`config.mk`:
```
export PLATFORM = sky130hd
export DESIGN_NAME = bram_tl_host
export DESIGN_NICKNAME = d
export VERILOG_FILES = /design/src/rtl/bram_tl_host.sv
export SDC_FILE = /design/constraint.sdc
export NUM_CORES = 1
export LEC_CHECK = 0
export CORE_MARGIN = 2
export CORE_UTILIZATION = 52
export DETAILED_ROUTE_END_ITERATION = 8
export GPL_ROUTABILITY_DRIVEN = 0
export GPL_TIMING_DRIVEN = 0
export PLACE_DENSITY = 0.79
export SLEW_MARGIN = 20
export SYNTH_ARGS = -nofsm -noshare
export SYNTH_HDL_FRONTEND = slang
export SYNTH_SLANG_ARGS = --single-unit
export TNS_END_PERCENT = 1
```
`constraint.sdc`:
```
create_clock -name clk_i -period 3.6 [get_ports clk_i]
set_input_delay 0.72 -clock clk_i [delete_from_list [all_inputs] [get_ports clk_i]]
set_output_delay 0.72 -clock clk_i [all_outputs]
set_load 0.03 [all_outputs]
```
`src/rtl/bram_tl_host.sv`:
```
// Bridges a word-addressed valid/ready requester onto a TL-UL host port; responses retire in order.
// Optional BRAM_TL_HOST_BYPASS_EN returns an in-order D beat combinationally in the same cycle.
module bram_tl_host #(
  parameter int unsigned          DataWidth     = 32,
  parameter int unsigned          AddrWidth     = 22,
  parameter int unsigned          SourceWidth   = 2,
  parameter int unsigned          BramAddrWidth = 20,
  parameter logic [AddrWidth-1:0] BaseAddr      = '0
) (
  input  logic                     clk_i,
  input  logic                     rst_ni,
  input  logic                     req_valid_i,
  output logic                     req_ready_o,
  input  logic                     req_we_i,
  input  logic [DataWidth/8-1:0]   req_wmask_i,
  input  logic [BramAddrWidth-1:0] req_addr_i,
  input  logic [DataWidth-1:0]     req_wdata_i,
  output logic                     rsp_valid_o,
  output logic [DataWidth-1:0]     rsp_rdata_o,
  output logic                     rsp_error_o,
  output logic                     host_a_valid,
  input  logic                     host_a_ready,
  output logic [2:0]               host_a_opcode,
  output logic [2:0]               host_a_param,
  output logic [2:0]               host_a_size,
  output logic [SourceWidth-1:0]   host_a_source,
  output logic [AddrWidth-1:0]     host_a_address,
  output logic [DataWidth/8-1:0]   host_a_mask,
  output logic [DataWidth-1:0]     host_a_data,
  output logic                     host_a_corrupt,
  input  logic                     host_d_valid,
  output logic                     host_d_ready,
  input  logic [2:0]               host_d_opcode,
  input  logic [2:0]               host_d_param,
  input  logic [2:0]               host_d_size,
  input  logic [SourceWidth-1:0]   host_d_source,
  input  logic [0:0]               host_d_sink,
  input  logic                     host_d_denied,
  input  logic [DataWidth-1:0]     host_d_data,
  input  logic                     host_d_corrupt
);

  localparam int unsigned StrbWidth = DataWidth / 8;
  localparam int unsigned OffWidth  = $clog2(StrbWidth);
  localparam int unsigned PtrWidth  = SourceWidth + 1;
  localparam int unsigned Depth     = 2 ** SourceWidth;

  localparam logic [2:0] OpPutFull     = 3'd0;
  localparam logic [2:0] OpPutPartial  = 3'd1;
  localparam logic [2:0] OpGet         = 3'd4;
  localparam logic [2:0] AccessAckData = 3'd1;

  logic [PtrWidth-1:0]    issue_q, retire_q, in_flight;
  logic [SourceWidth-1:0] retire_idx, d_offset;
  logic                   ready_en_q, rob_full, skid_free, accept;

  logic                     a_valid_q;
  logic [2:0]               a_opcode_q;
  logic [SourceWidth-1:0]   a_source_q;
  logic [AddrWidth-1:0]     a_address_q, req_byte_addr;
  logic [StrbWidth-1:0]     a_mask_q;
  logic [DataWidth-1:0]     a_data_q;
  logic [BramAddrWidth+OffWidth-1:0] word_byte_addr;

  logic [DataWidth-1:0] rob_data_q [Depth];
  logic [Depth-1:0]     rob_err_q, rob_done_q;

  logic                 rsp_valid_q, rsp_error_q;
  logic [DataWidth-1:0] rsp_rdata_q;

  logic                 d_outstanding, d_beat, d_hits_retire, d_err, rob_fire, bypass;
  logic [DataWidth-1:0] d_data_eff;
  logic                 unused_d;

  assign unused_d = ^{host_d_param, host_d_size, host_d_sink};

  assign retire_idx = retire_q[SourceWidth-1:0];
  assign in_flight  = issue_q - retire_q;
  assign rob_full   = (issue_q[PtrWidth-1] != retire_q[PtrWidth-1]) &&
                      (issue_q[SourceWidth-1:0] == retire_idx);
  assign skid_free   = !a_valid_q || host_a_ready;
  assign req_ready_o = ready_en_q && skid_free && !rob_full;
  assign accept      = req_valid_i && req_ready_o;

  assign word_byte_addr = {req_addr_i, {OffWidth{1'b0}}};
  assign req_byte_addr  = BaseAddr + AddrWidth'(word_byte_addr);

  // A source is outstanding when its distance from the retire pointer is below the in-flight count.
  assign d_offset      = host_d_source - retire_idx;
  assign d_outstanding = {1'b0, d_offset} < in_flight;
  assign d_beat        = host_d_valid && d_outstanding;
  assign d_data_eff    = (host_d_opcode == AccessAckData) ? host_d_data : '0;
  assign d_err         = host_d_denied | host_d_corrupt;
  assign d_hits_retire = d_beat && (host_d_source == retire_idx) && !rob_done_q[retire_idx];

`ifdef BRAM_TL_HOST_BYPASS_EN
  assign bypass   = d_hits_retire;
  assign rob_fire = !rsp_valid_q && rob_done_q[retire_idx];
`else
  assign bypass   = 1'b0;
  // A beat for the head entry retires straight away so latency stays at D-beat + 1.
  assign rob_fire = !rsp_valid_q && (rob_done_q[retire_idx] || d_hits_retire);
`endif

  assign host_a_valid   = a_valid_q;
  assign host_a_opcode  = a_opcode_q;
  assign host_a_param   = 3'd0;
  assign host_a_size    = 3'(OffWidth);
  assign host_a_source  = a_source_q;
  assign host_a_address = a_address_q;
  assign host_a_mask    = a_mask_q;
  assign host_a_data    = a_data_q;
  assign host_a_corrupt = 1'b0;
  assign host_d_ready   = 1'b1;

  assign rsp_valid_o = rsp_valid_q | bypass;
  assign rsp_rdata_o = bypass ? d_data_eff : rsp_rdata_q;
  assign rsp_error_o = bypass ? d_err : rsp_error_q;

  always_ff @(posedge clk_i or negedge rst_ni) begin
    if (!rst_ni) begin
      ready_en_q  <= 1'b0;
      issue_q     <= '0;
      a_valid_q   <= 1'b0;
      a_opcode_q  <= OpGet;
      a_source_q  <= '0;
      a_address_q <= '0;
      a_mask_q    <= '0;
      a_data_q    <= '0;
    end else begin
      ready_en_q <= 1'b1;
      if (accept) begin
        a_valid_q   <= 1'b1;
        a_source_q  <= issue_q[SourceWidth-1:0];
        a_address_q <= req_byte_addr;
        a_data_q    <= req_wdata_i;
        if (!req_we_i) begin
          a_opcode_q <= OpGet;
          a_mask_q   <= '1;
        end else begin
          a_opcode_q <= (&req_wmask_i) ? OpPutFull : OpPutPartial;
          a_mask_q   <= req_wmask_i;
        end
        issue_q <= issue_q + 1'b1;
      end else if (host_a_ready) begin
        a_valid_q <= 1'b0;
      end
    end
  end

  always_ff @(posedge clk_i or negedge rst_ni) begin
    if (!rst_ni) begin
      retire_q    <= '0;
      rob_err_q   <= '0;
      rob_done_q  <= '0;
      rsp_valid_q <= 1'b0;
      rsp_rdata_q <= '0;
      rsp_error_q <= 1'b0;
      for (int unsigned i = 0; i < Depth; i++) begin
        rob_data_q[i] <= '0;
      end
    end else begin
      if (d_beat && !bypass) begin
        rob_data_q[host_d_source] <= d_data_eff;
        rob_err_q[host_d_source]  <= d_err;
        rob_done_q[host_d_source] <= 1'b1;
      end
      // Head entry is released in its pulse cycle, after any same-cycle D write.
      if (rsp_valid_q) begin
        rob_done_q[retire_idx] <= 1'b0;
      end
      if (rsp_valid_q || bypass) begin
        retire_q <= retire_q + 1'b1;
      end
      rsp_valid_q <= rob_fire;
      if (rob_fire) begin
        rsp_rdata_q <= rob_done_q[retire_idx] ? rob_data_q[retire_idx] : d_data_eff;
        rsp_error_q <= rob_done_q[retire_idx] ? rob_err_q[retire_idx] : d_err;
      end
    end
  end

`ifndef SYNTHESIS
  always_ff @(posedge clk_i) begin
    if (rst_ni && host_d_valid) begin
      assert (d_outstanding);
    end
  end
`endif

endmodule

```
==> results of run 1 <==
==> logic make-up (layout without fill, tap and decap cells) <==
family                     count (synthesis)  count (layout)  synth area share
DFF                                      238             238             0.560
xor gates and xnor gates                   7               7           0.00576
adders and majority gates                 10              10            0.0125
other                                      2              14          0.000706
and+or+nand+nor                          160             160            0.0671
muxes                                    222             222             0.271
AOI/OAI and AO/OA                         57              57            0.0471
buffers and inverters                     68             308            0.0360
==> cell usage after synthesis, drive strengths merged <==
cell type and n:
a2111oi 1, a211oi 2, a21oi 2, a221oi 33, a2bb2oi 3, and2 33, and3 1, buf 42
clkbuf 18, conb 2, dfrtp 237, dfstp 1, fa 1, ha 9, inv 8, mux2 187
mux2i 1, mux4 34, nand2 48, nand2b 2, nand4 1, nor2 67, nor2b 6, nor3b 1
o2111ai 2, o211a 2, o21a 3, o21ai 9, or2 1, xnor2 5, xor2 2
==> per-stage QoR <==
step	setup slack [ns]	total power, W	hold WS (ns)	cell area [um2]
after floorplan	0.414	0.00880	0.424	10700
after global placement	-8.43	0.0109	0.462	13000
after detailed placement	-0.517	0.0110	0.469	13000
after CTS	0.161	0.0137	0.108	13900
after global routing	0.0378	0.0144	0.122	13900
final	0.219	0.0136	0.106	13900
==> cell usage in the layout (no fill, tap or decap), types with 8 or more instances in the layout <==
| cell | Yosys | layout |
|---|---|---|
| sky130_fd_sc_hd__buf_4 | 15 | 15 |
| sky130_fd_sc_hd__nor2_1 | 67 | 67 |
| sky130_fd_sc_hd__clkbuf_1 | 18 | 22 |
| sky130_fd_sc_hd__mux4_2 | 34 | 34 |
| sky130_fd_sc_hd__buf_2 | 21 | 21 |
| sky130_fd_sc_hd__and2_1 | 33 | 33 |
| sky130_fd_sc_hd__mux2_1 | 13 | 13 |
| sky130_fd_sc_hd__a221oi_1 | 33 | 33 |
| sky130_fd_sc_hd__clkbuf_16 | 0 | 25 |
| sky130_fd_sc_hd__dfrtp_1 | 237 | 237 |
| sky130_fd_sc_hd__clkdlybuf4s50_1 | 0 | 194 |
| sky130_fd_sc_hd__inv_1 | 8 | 8 |
| sky130_fd_sc_hd__ha_1 | 9 | 9 |
| sky130_fd_sc_hd__nand2_1 | 48 | 48 |
| sky130_fd_sc_hd__conb_1 | 2 | 12 |
| sky130_fd_sc_hd__o21ai_0 | 8 | 8 |
| sky130_fd_sc_hd__mux2_2 | 173 | 173 |
==> metal layers <==
| layer | GRT usage | vias up |
|---|---|---|
| li1 | - | 3164 |
| met1 | 0.288 | 3548 |
| met2 | 0.402 | 256 |
| met3 | 0.0665 | 41 |
| met4 | 0.0712 | 0 |
| met5 | 0 | - |
==> final cells by class <==
class | instances | area (um2)
Antenna cell | 2 | 5.00
Buffer | 59 | 349
Clock buffer | 34 | 699
Clock inverter | 10 | 128
Fill cell | 1455 | 6300
Inverter | 8 | 30.0
Multi-Input combinational cell | 468 | 4350
Sequential cell | 238 | 5960
Tap cell | 270 | 338
Timing Repair Buffer | 197 | 2010
==> final timing paths <==
| path | start | end | slack (ns) | depth (start not counted) |
|---|---|---|---|---|
| max in group asynchronous | rst_ni | host_a_address[7] | 2.68 | 2 |
| setup / recovery | retire_q[1] | rob_data_q[94] | 0.22 | 10 |
| min in group clk_i | host_a_mask[3] | host_a_mask[3] | 0.47 | 2 |
| setup reg to reg | retire_q[1] | rob_data_q[94] | 0.22 | 10 |
| hold reg to reg | host_a_mask[3] | host_a_mask[3] | 0.47 | 2 |
| hold / removal | rst_ni | rsp_rdata_o[7] | 0.11 | 1 |
==> power by group <==
group / internal [W] / switching, W
logic: 0.00306 / 0.00335
registers: 0.00393 / 0.000654
clock network: 0.00157 / 0.00104
total: 0.00856 / 0.00505
==> repair_timing <==
item,4_1_cts,5_1_grt
endpoints found under the setup margin,166,0
setup buffers,0,0
gates resized for setup,1,0
==> state kept, by name, indices dropped and copies added, names as in the netlist, 3 cells and up <==
signal,count
rob_done_q,4
host_a_address,20
host_a_mask,4
rsp_rdata_o,32
retire_q,3
rob_data_q,128
host_a_data,32
rob_err_q,4
issue_q,3
==> impl_metrics.env, run 1 <==
export IMPL_topRoutingLayerUsed="met4"
export IMPL_cp_start_kind="register"
export IMPL_cts_htree_levels=1
export IMPL_synth_top_cell_area_share=0.557
export IMPL_worst_slew_margin_rel=0.437
export IMPL_type_of_destination_of_the_critical_path="register"
export IMPL_cts_root_to_sink_buffers=3
export IMPL_syn_to_final_growth_pct=30.3
export IMPL_remaining_drcs=0
export IMPL_ir_drop_v=0.000594
export IMPL_final_net_count=1115
export IMPL_yosys_register_bits=238
export IMPL_power_per_cell_area_nw_per_um2=981
export IMPL_met3_routed_wl_um=2030
export IMPL_final_worst_path_cycle_share=0.939
export IMPL_hold_violations=0
export IMPL_period_minus_slack_ns=3.38
export IMPL_postRouteAntennaNets=0
export IMPL_max_cap_violations=0
export IMPL_max_slew_worst_pin_slew_ns=0.840
export IMPL_wl_met2_um=12200
export IMPL_boundaryPins=215
export IMPL_clock_tree_from_tritoncts="yes"
export IMPL_register_clock_pin_slew_on_the_reported_worst_setup_and_hold_paths_ns=0.06
export IMPL_grtUsageTotal=0.233
export IMPL_grt_antenna_before_repair=2
export IMPL_synth_largest_area_cell="sky130_fd_sc_hd__dfrtp_1"
export IMPL_final_cell_count_no_fill=1286
export IMPL_route_layer_met1_wl_um=9710
export IMPL_yosys_warnings=0
export IMPL_tritoncts_num_sinks=238
export IMPL_timing_setup_tns_ns=0
export IMPL_rows=52
export IMPL_die_area_um2=21600
export IMPL_first_pass_iters=4
export IMPL_fin_util=0.688
export IMPL_clock_tree_root_cell="sky130_fd_sc_hd__clkbuf_16"
export IMPL_timing_critical_path_mode_cell="sky130_fd_sc_hd__inv_1"
export IMPL_worst_hold_path_type="in -> async"
export IMPL_synth_cells=764
export IMPL_horizontal_die_dimension_um=147
export IMPL_ctsHoldBuffers=0
export IMPL_vias_per_cell=5.45
export IMPL_avgSynthCellArea_um2=13.9
export IMPL_path_max_fanout=18
export IMPL_run_status="complete, no violations"
export IMPL_synthesis_area_um2=10600
export IMPL_total_global_routing_overflow=0
export IMPL_vias_in_the_first_global_route=7855
export IMPL_cp_slowest_cell="sky130_fd_sc_hd__a211oi_4"
export IMPL_synth_top_cells_by_area="sky130_fd_sc_hd__dfrtp_1 56%, sky130_fd_sc_hd__mux2_2 18%, sky130_fd_sc_hd__mux4_2 7.2%"
export IMPL_wl_um=24500
export IMPL_grt_first_pass_wirelength_um=40200
export IMPL_share_of_layout_cells_above_drive_strength_1=0.296
export IMPL_timing_critical_path_slowest_cell_delay_ns=0.62
export IMPL_critical_path_top_delay_family="compound AO/OA/AOI/OAI gates"
export IMPL_setup_violations=0
export IMPL_routedWlPerCell_um=19.1
export IMPL_grt_max_degree=102
export IMPL_place_detailed_instances=1241
export IMPL_starting_density_of_the_core=0.528
export IMPL_cts_buffer_count=25
export IMPL_dieHeight_um=147
export IMPL_crit_type="reg -> reg"
export IMPL_fin_worst_skew_ns=0.00874
export IMPL_first_iter_violations=274
export IMPL_synth_yosys_seq_area_share=0.560
export IMPL_routed_vias=7009
export IMPL_timing_max_transition_violations_final=0
export IMPL_cp_data_required_time_ns=3.99
export IMPL_cp_buffers_inverters=5
export IMPL_timing_fmax_mhz=296
export IMPL_synth_distinct_cells=37
export IMPL_hpwl_um=16500
export IMPL_clock_latency_ns=0.52
export IMPL_io_buffer_count=195
export IMPL_path_cells="buf_4 -> inv_1 -> fa_1 -> inv_1 -> ha_1 -> inv_1 -> o21ai_1 -> a211oi_4 -> buf_6 -> mux2_2"
export IMPL_core_um2=20200
export IMPL_grt_setup_unrepaired="no"
export IMPL_leakagePower_nw=6.21
export IMPL_cp_arrival_ns=3.78
(Power assumes the default switching activity.)
==> inputs of run 2 (changes only) <==
HOLD_SLACK_MARGIN = 0.1   (was default)
==> results of run 2 <==
Final layout, timing and power as in run 1 (identical DEF).
==> inputs of run 3 (changes only) <==
CTS_CLUSTER_SIZE = 16   (was default)
==> run 3 against run 2 <==
Clock-buffer cell count is the same; hold slack worse by 0.0068 ns; largest power group unchanged; register-to-register slack is essentially flat; critical path type is now reg -> out.
==> impl_metrics.env, run 3 (synthesized netlist as in run 1, its figures left out) <==
export IMPL_worst_slew_margin_rel=0.449
export IMPL_fin_worst_skew_ns=0.0141
export IMPL_postRouteAntennaNets=0
export IMPL_hpwl_um=16500
export IMPL_timing_fmax_mhz=296
export IMPL_final_worst_path_cycle_share=0.940
export IMPL_cts_buffer_count=25
export IMPL_power_per_cell_area_nw_per_um2=983
export IMPL_cts_root_to_sink_buffers=3
export IMPL_run_status="complete, no violations"
export IMPL_layout_commonest_cell="sky130_fd_sc_hd__dfrtp_1"
export IMPL_io_buffer_count=195
export IMPL_path_max_fanout=18
export IMPL_worst_r2r_cell_count=10
export IMPL_cts_htree_levels=1
export IMPL_first_iter_violations=315
export IMPL_first_pass_iters=4
export IMPL_leakagePower_nw=6.22
export IMPL_die_area_um2=21600
export IMPL_final_net_count=1115
export IMPL_routedWlPerCell_um=18.9
export IMPL_share_of_layout_cells_above_drive_strength_1=0.295
export IMPL_grt_first_pass_wirelength_um=40000
export IMPL_hold_violations=0
export IMPL_place_detailed_instances=1241
export IMPL_fin_area_um2=13900
export IMPL_most_common_layout_cells="237 x sky130_fd_sc_hd__dfrtp_1, 194 x sky130_fd_sc_hd__clkdlybuf4s50_1, 173 x sky130_fd_sc_hd__mux2_2"
export IMPL_cp_arrival_ns=2.66
export IMPL_vias_per_cell=5.43
export IMPL_grt_setup_unrepaired="no"
export IMPL_worst_hold_path_type="in -> async"
export IMPL_boundaryPins=215
export IMPL_setup_violations=0
export IMPL_grt_use_met1=0.291
export IMPL_max_cap_violations=0
export IMPL_horizontal_die_dimension_um=147
export IMPL_grt_met2_usage=0.397
export IMPL_grt_met3_usage=0.0646
export IMPL_regToRegStartpoint="retire_q[1]"
export IMPL_placedInstanceArea_um2=13000
export IMPL_syn_to_final_growth_pct=30.5
export IMPL_ir_drop_v=0.000616
export IMPL_largest_reg_flops=128
export IMPL_max_slew_worst_pin_slew_ns=0.824
export IMPL_worst_r2r_setup_slack_ns=0.23
export IMPL_grt_max_degree=102
export IMPL_rows=52
export IMPL_vias_in_the_first_global_route=7825
export IMPL_remaining_drcs=0
export IMPL_buffers_inserted_during_post_cts_setup_optimization=0
export IMPL_grtUsageTotal=0.233
export IMPL_clock_latency_ns=0.52
export IMPL_final_cell_count_no_fill=1286
export IMPL_wl_um=24300
export IMPL_clock_tree_from_tritoncts="yes"
export IMPL_routed_vias=6980
export IMPL_cp_data_required_time_ns=2.88
export IMPL_dieHeight_um=147
export IMPL_total_global_routing_overflow=0
export IMPL_grt_antenna_before_repair=2
export IMPL_timing_max_transition_violations_final=0
export IMPL_core_um2=20200
export IMPL_rr_endpoint="rob_data_q[70]"
export IMPL_period_minus_slack_ns=3.38
export IMPL_clock_tree_root_cell="sky130_fd_sc_hd__clkbuf_16"
export IMPL_cp_start_kind="register"
export IMPL_type_of_destination_of_the_critical_path="primary output"
export IMPL_globalRoute_busiestLayer="met2"
export IMPL_register_clock_pin_slew_on_the_reported_worst_setup_and_hold_paths_ns=0.06
export IMPL_tritoncts_num_sinks=238
export IMPL_crit_type="reg -> out"
export IMPL_largest_register="rob_data_q"
export IMPL_starting_density_of_the_core=0.528
run 3: worst max-delay path by stage:
stage                 from               to  cells past startpoint  slack, ns
5_1_grt        retire_q[1]   rob_data_q[94]                     10       0.05
2_1_floorplan  retire_q[1]  rob_data_q[109]                     11       0.41
3_5_place_dp   retire_q[1]  rsp_rdata_o[30]                     11      -0.52
4_1_cts        retire_q[1]      req_ready_o                      6       0.16
3_3_place_gp        rst_ni   rob_data_q[58]                      1      -8.43
6_report       retire_q[1]      req_ready_o                      6       0.22
run 3: area by class of cell:
type,instances,area [um2]
buffer,59,349
multi-input combinational,468,4350
antenna,2,5.00
clock buffer,34,689
timing repair buffer,197,2010
clock inverter,10,153
fill,1452,6280
tap,270,338
sequential,238,5960
inverter,8,30.0
run 3: per-stage QoR:
stage	util	power (W)	TNS, ns	worst slack [ns]	hold WS (ns)
6_report	0.688	0.0136	0	0.216	0.0994
5_1_grt	0.688	0.0144	0	0.0471	0.116
4_1_cts	0.688	0.0138	0	0.164	0.104
3_5_place_dp	0.646	0.0110	-47.30	-0.517	0.469
3_3_place_gp	0.643	0.0109	-2041.95	-8.43	0.462
2_1_floorplan	-	0.00880	0	0.414	0.424
run 3: critical path, stage by stage, from the launching register on:
cell and delay, ns:
sky130_fd_sc_hd__dfrtp_1 0.38, sky130_fd_sc_hd__buf_4 0.31, sky130_fd_sc_hd__inv_1 0.18, sky130_fd_sc_hd__ha_1 0.30, sky130_fd_sc_hd__nand2_1 0.09, sky130_fd_sc_hd__o211a_1 0.18, sky130_fd_sc_hd__clkdlybuf4s50_1 0.70
run 3: metal layers:
layer  up-vias  part of all wire  wire length [um]
met5         -                 0                 0
met4         0             0.022               532
met3        31             0.082              2010
met2       242              0.50             12100
met1      3546              0.40              9720
li1       3161                 -                 -
run 3: power by group:
part           switching (W)  leakage [nW]  internal (W)  total (W)
Combinational        0.00334          2.75       0.00306    0.00640
Clock                0.00104         0.413       0.00162    0.00266
Sequential          0.000658          3.05       0.00393    0.00458
run 3: timing repair:
action,CTS,global route
setup endpoints to repair,166,0
resized for setup,1,0
hold buffers,0,0
